### src/rtl/irq_arbiter_if.sv
// CSR access and interrupt handshake between the core and irq_arbiter.
// The master is the core side and the slave is the arbiter.
interface irq_arbiter_if;
    logic        csr_we;
    logic [1:0]  csr_sel;
    logic [31:0] csr_wdata;
    logic [31:0] csr_rdata;
    logic        irq_ack;
    logic        irq_req;
    logic [3:0]  irq_cause;
    logic        irq_to_s;

    modport master (
        output csr_we, csr_sel, csr_wdata, irq_ack,
        input  csr_rdata, irq_req, irq_cause, irq_to_s
    );

    modport slave (
        input  csr_we, csr_sel, csr_wdata, irq_ack,
        output csr_rdata, irq_req, irq_cause, irq_to_s
    );
endinterface

### src/rtl/irq_arbiter.sv
// M/S-mode interrupt arbiter: mie/mip/mideleg CSRs, fixed-priority pick and a
// registered request handshake. Define IRQ_ARBITER_SUPERVISOR_EN for S-mode sources/delegation.
module irq_arbiter #(
    parameter int SYNC_STAGES = 2
) (
    input  logic         clk,
    input  logic         resetn,
    input  logic         msip,
    input  logic         mtip,
    input  logic         meip,
    input  logic         mstatus_mie,
    input  logic         mstatus_sie,
    input  logic [1:0]   priv,
    irq_arbiter_if.slave bus
);

    localparam logic [1:0] ST_IDLE = 2'd0;
    localparam logic [1:0] ST_REQ  = 2'd1;
    localparam logic [1:0] ST_HOLD = 2'd2;

    localparam logic [11:0] M_BITS = 12'h888;
`ifdef IRQ_ARBITER_SUPERVISOR_EN
    localparam logic [11:0] S_BITS = 12'h222;
`else
    localparam logic [11:0] S_BITS = 12'h000;
`endif

    logic [SYNC_STAGES-1:0] meip_sync_reg;
    logic [11:0]            mie_reg;
    logic [11:0]            mip_sw_reg;
    logic [11:0]            mideleg_reg;
    logic [1:0]             state_reg,  state_next;
    logic [3:0]             cause_reg,  cause_next;
    logic                   to_s_reg,   to_s_next;

    logic [11:0] mip_view;
    logic [11:0] active;
    logic [11:0] eligible;
    logic        m_elig_en;
    logic        s_elig_en;
    logic        win_valid;
    logic [3:0]  win_cause;
    logic        win_to_s;
    logic        unused_inputs;

    always_ff @(posedge clk) begin
        if (!resetn) begin
            meip_sync_reg <= '0;
        end else begin
            meip_sync_reg <= {meip_sync_reg[SYNC_STAGES-2:0], meip};
        end
    end

    // Register writes take effect at the edge, so arbitration in the same
    // cycle naturally sees the pre-write values.
    always_ff @(posedge clk) begin
        if (!resetn) begin
            mie_reg     <= '0;
            mip_sw_reg  <= '0;
            mideleg_reg <= '0;
        end else if (bus.csr_we) begin
            case (bus.csr_sel)
                2'd0:    mie_reg     <= bus.csr_wdata[11:0] & (M_BITS | S_BITS);
                2'd1:    mip_sw_reg  <= bus.csr_wdata[11:0] & S_BITS;
                2'd2:    mideleg_reg <= bus.csr_wdata[11:0] & S_BITS;
                default: ;
            endcase
        end
    end

    always_comb begin
        mip_view     = mip_sw_reg & S_BITS;
        mip_view[3]  = msip;
        mip_view[7]  = mtip;
        mip_view[11] = meip_sync_reg[SYNC_STAGES-1];
    end

    always_comb begin
        bus.csr_rdata = 32'd0;
        case (bus.csr_sel)
            2'd0:    bus.csr_rdata = {20'd0, mie_reg};
            2'd1:    bus.csr_rdata = {20'd0, mip_view};
            2'd2:    bus.csr_rdata = {20'd0, mideleg_reg};
            default: bus.csr_rdata = 32'd0;
        endcase
    end

    assign m_elig_en = (priv != 2'd3) || mstatus_mie;
`ifdef IRQ_ARBITER_SUPERVISOR_EN
    assign s_elig_en     = (priv == 2'd0) || ((priv == 2'd1) && mstatus_sie);
    assign unused_inputs = ^bus.csr_wdata[31:12];
`else
    assign s_elig_en     = 1'b0;
    assign unused_inputs = ^{bus.csr_wdata[31:12], mstatus_sie};
`endif

    assign active   = mip_view & mie_reg;
    assign eligible = (active & ~mideleg_reg & {12{m_elig_en}})
                    | (active &  mideleg_reg & {12{s_elig_en}});
    assign win_valid = |eligible;

    // Fixed priority, highest first: 11, 3, 7, 9, 1, 5.
    always_comb begin
        win_cause = 4'd0;
        win_to_s  = 1'b0;
        if (eligible[11]) begin
            win_cause = 4'd11;
            win_to_s  = mideleg_reg[11];
        end else if (eligible[3]) begin
            win_cause = 4'd3;
            win_to_s  = mideleg_reg[3];
        end else if (eligible[7]) begin
            win_cause = 4'd7;
            win_to_s  = mideleg_reg[7];
        end else if (eligible[9]) begin
            win_cause = 4'd9;
            win_to_s  = mideleg_reg[9];
        end else if (eligible[1]) begin
            win_cause = 4'd1;
            win_to_s  = mideleg_reg[1];
        end else if (eligible[5]) begin
            win_cause = 4'd5;
            win_to_s  = mideleg_reg[5];
        end
    end

    // The cause is latched only on entry to REQ and held until HOLD, so a
    // late higher-priority source waits for the next arbitration round.
    always_comb begin
        state_next = state_reg;
        cause_next = cause_reg;
        to_s_next  = to_s_reg;
        case (state_reg)
            ST_IDLE: begin
                if (win_valid) begin
                    state_next = ST_REQ;
                    cause_next = win_cause;
                    to_s_next  = win_to_s;
                end
            end
            ST_REQ: begin
                if (bus.irq_ack) begin
                    state_next = ST_HOLD;
                end else if (!win_valid) begin
                    state_next = ST_IDLE;
                end
            end
            ST_HOLD: state_next = ST_IDLE;
            default: state_next = ST_IDLE;
        endcase
    end

    always_ff @(posedge clk) begin
        if (!resetn) begin
            state_reg <= ST_IDLE;
            cause_reg <= 4'd0;
            to_s_reg  <= 1'b0;
        end else begin
            state_reg <= state_next;
            cause_reg <= cause_next;
            to_s_reg  <= to_s_next;
        end
    end

    assign bus.irq_req   = (state_reg == ST_REQ);
    assign bus.irq_cause = cause_reg;
    assign bus.irq_to_s  = to_s_reg;

endmodule

### src/flat_wrapper.sv
// flat-port wrapper written by rule: the top's interface ports become plain ports
module irq_arbiter_flat 
#(
    parameter int SYNC_STAGES = 2
)
  (clk, resetn, msip, mtip, meip, mstatus_mie, mstatus_sie, priv, bus_csr_we, bus_csr_sel, bus_csr_wdata, bus_irq_ack, bus_csr_rdata, bus_irq_req, bus_irq_cause, bus_irq_to_s);
  irq_arbiter_if bus_i ();
  input  logic clk;
  input  logic resetn;
  input  logic msip;
  input  logic mtip;
  input  logic meip;
  input  logic mstatus_mie;
  input  logic mstatus_sie;
  input  logic [1:0] priv;
  input wire logic [$bits(bus_i.csr_we)-1:0] bus_csr_we;
  input wire logic [$bits(bus_i.csr_sel)-1:0] bus_csr_sel;
  input wire logic [$bits(bus_i.csr_wdata)-1:0] bus_csr_wdata;
  input wire logic [$bits(bus_i.irq_ack)-1:0] bus_irq_ack;
  output wire logic [$bits(bus_i.csr_rdata)-1:0] bus_csr_rdata;
  output wire logic [$bits(bus_i.irq_req)-1:0] bus_irq_req;
  output wire logic [$bits(bus_i.irq_cause)-1:0] bus_irq_cause;
  output wire logic [$bits(bus_i.irq_to_s)-1:0] bus_irq_to_s;
  assign bus_i.csr_we = bus_csr_we;
  assign bus_i.csr_sel = bus_csr_sel;
  assign bus_i.csr_wdata = bus_csr_wdata;
  assign bus_i.irq_ack = bus_irq_ack;
  assign bus_csr_rdata = bus_i.csr_rdata;
  assign bus_irq_req = bus_i.irq_req;
  assign bus_irq_cause = bus_i.irq_cause;
  assign bus_irq_to_s = bus_i.irq_to_s;
  irq_arbiter #(.SYNC_STAGES(SYNC_STAGES)) u_core (.clk(clk), .resetn(resetn), .msip(msip), .mtip(mtip), .meip(meip), .mstatus_mie(mstatus_mie), .mstatus_sie(mstatus_sie), .priv(priv), .bus(bus_i));
endmodule
### config.mk
export PLATFORM = sky130hd
export DESIGN_NAME = irq_arbiter_flat
export DESIGN_NICKNAME = d
export VERILOG_FILES = /design/src/rtl/irq_arbiter_if.sv /design/src/rtl/irq_arbiter.sv /design/src/flat_wrapper.sv
export SDC_FILE = /design/constraint.sdc
export NUM_CORES = 1
export LEC_CHECK = 0
export ABC_AREA = 1
export BUFFER_PORTS_ARGS = -buffer_cell sky130_fd_sc_hd__buf_2
export CAP_MARGIN = 10
export CORE_MARGIN = 5
export CORE_UTILIZATION = 35
export DETAILED_ROUTE_END_ITERATION = 6
export MAX_ROUTING_LAYER = met4
export PLACE_DENSITY_LB_ADDON = 0.08
export SLEW_MARGIN = 20
export SYNTH_ARGS = -nofsm -noshare
export SYNTH_HDL_FRONTEND = slang
export SYNTH_SLANG_ARGS = --single-unit
### constraint.sdc
create_clock -name clk -period 2.75 [get_ports clk]
set_clock_uncertainty 0.2 [all_clocks]
set_input_delay 0.275 -clock clk [delete_from_list [all_inputs] [get_ports clk]]
set_output_delay 0.275 -clock clk [all_outputs]
set_load 0.005 [all_outputs]
==> metrics <==
most frequent cells after synthesis buf_4, nand2_1, dfxtp_1; mean area per synthesized cell 7.35 µm²; Startpoint Class flip-flop; min setup slack post-route 1.39 ns; Crit path depth 3; num ports 83; CTS root buffer clkbuf_4; Worst VDD drop 0.247 mV; worst path bufs/invs 1; Final setup viols 0; worst hold path class in -> reg; Leakage 0.000434 µW; clk sinks 10; GR Util met2 13.2%; top-count cell post-synth buf_4; standard-cell rows 16; first-pass GRT wire length 1700 µm; Synth async-reset ratio 0%; Global Route met3 Usage 4.90%; share of layout cells above drive strength 1 29.4%; crit-path max cell delay 0.36 ns; Final Hold Viols 0; Max Clock Freq 0.737 GHz; global-route met1 utilization 8.94%; WP data arrival 0.88 ns; endpoint class of the critical path output port; Critical Path Slowest Stage Cell dfxtp_1; Synth Register Bits 10; setup TNS 0 ns; Die X 54.7 µm; max-cap violation count 0; cell breakdown of the critical path nand3_1, nand2_1, buf_2; WS Path Type reg -> out; Core Region 1920 µm²; n_diodes 0; power per cell area 406 nW/µm²; cell taking the most area after synthesis buf_4; ranking of synthesized cells by area buf_4, dfxtp_1, nand2_1; DRC 0; Worst R2R Setup Slack 1.67 ns; fin area 751 µm²; Port Buffers 22; post-CTS sizing 0; die area 2990 µm²; ys flop type dfxtp_1; Design Power 305 µW; count of cell types in the netlist 18; RSZ-0062 raised after global routing no; Worst-path clk slew 0.06 ns; net count reported at finish 166; Routed Antenna Nets 0; Gate Count Post-Synth 95; Via density 3.60; NetSw 82.3 µW; GRT Max-Usage Layer met2; sequential share of the synthesized area 28.7%; Hold Startpoint bus_csr_wdata[7]; Tmin final 1.36 ns; CTS tree done; CP required 2.28 ns; largest net degree at the start of global routing 8; Clk Latency, worst-skew pair 0.26 ns; Reg power frac 50.8%; Pint 222 µW; CTS Buffer Depth 2; TritonCTS Buffers 3; end point of the critical path bus_csr_rdata[11]; crit-path max FO 3; Post-Syn Area 698 µm²; R2R depth 5; drt pass-1 iters 1; vias 526; die height 54.7 µm; Clk pwr share 31.4%; Reg-to-Reg End u_core.bus.irq_cause[2]; Comb power frac 17.7%; P&R area growth vs syn 7.53%; crit path from u_core.meip_sync_reg[1]; Pins Over Slew Limit 0; post-synth top area share 33.3%; EDFF count, synth 0; Initial Util 36.3%; warnings from Yosys 0; Top delay family on crit path flip-flops; status finished, final reports clean; Tcrit/Tclk final 49.4%; Switching Fraction 27.0%; WL/cell 8.17 µm; initial antenna violation count 0; initial DRC count 0; reg-to-reg startpoint u_core.mie_reg[11]; dpl cell area 718 µm²; grt total ovfl 0; DRT Wirelength 1190 µm; number of global-route vias before repair 419; GR Util All Layers 8.26%; H-tree Lvls 1; DP Worst Slack 1.46 ns; GPL Wtd Cong 0.697; DPL Wire Length 1040 µm
## worst min-delay path by stage
stage,endpoint,slack [ns],depth (start not counted)
global route,u_core.mie_reg[3],0.05,3
floorplan,u_core.meip_sync_reg[0],0.17,2
detailed placement,u_core.meip_sync_reg[1],0.20,2
finish,u_core.mie_reg[7],0.05,3
global placement,u_core.meip_sync_reg[1],0.20,2
CTS,u_core.mie_reg[7],0.04,3
## placed cells by master, fill, tap and decap left out
master         count
conb_1            30
buf_2             22
nand2_1           17
dfxtp_1           10
nor2_1             8
nand3_1            6
inv_1              5
nor2_4             3
o21ai_1            3
clkbuf_4           3
nand2_2            2
a21oi_1            2
inv_4              1
inv_2              1
a21oi_2            1
nor3_1             1
nand2_4            1
clkinv_2           1
nor3b_1            1
dlygate4sd3_1      1
## layout make-up
| cell class | instances | area (µm²) |
|---|---|---|
| fillers | 231 | 1170 |
| multi-input cells | 75 | 340 |
| flip-flops and latches | 10 | 200 |
| repair buffers | 23 | 120 |
| inverters | 8 | 33.8 |
| well taps | 27 | 33.8 |
| clock buffers | 3 | 22.5 |
## per-stage QoR
step	hold WS [ns]	instances	util (%)
global route	0.0542	146	39.1
CTS	0.0394	146	39.1
floorplan	0.168	124	-
finish	0.0488	146	39.1
detailed placement	0.197	142	37.4
global placement	0.197	142	37.4
## timing repair
action	in CTS	in global routing
buffers inserted	0	0
hold buffers	1	0
endpoints found under the hold margin	1	0
## power by group through the flow
stage / registers [µW] / clock network, µW / logic, µW
after global placement: 158 / 0 / 52.1
after floorplan: 158 / 0 / 63.1
after detailed placement: 158 / 0 / 52.5
after global routing: 156 / 109 / 63.2
after CTS: 155 / 104 / 53.7
final: 155 / 95.7 / 54.1
## tightest hold or removal path, delay by kind of cell
| family | cells | cell delay [ns] |
|---|---|---|
| AO/OA/AOI/OAI | 1 | 0.06 |
| buffers and inverters | 1 | 0.07 |
| AND/OR/NAND/NOR | 1 | 0.07 |
## routing by layer
metal	up-vias	wire length, µm
met5	-	0
met4	0	0
met3	0	148
met2	25	625
met1	222	419
li1	279	-
## kinds of logic (layout without fill, tap and decap cells)
family,after synthesis,count (layout),synth area share [%]
AND/OR/NAND/NOR,39,39,27.8
buffers and inverters,39,34,38.2
AO/OA/AOI/OAI,6,6,4.84
flip-flops,10,10,28.7
other,1,30,0.537
(Power assumes the default switching activity.)
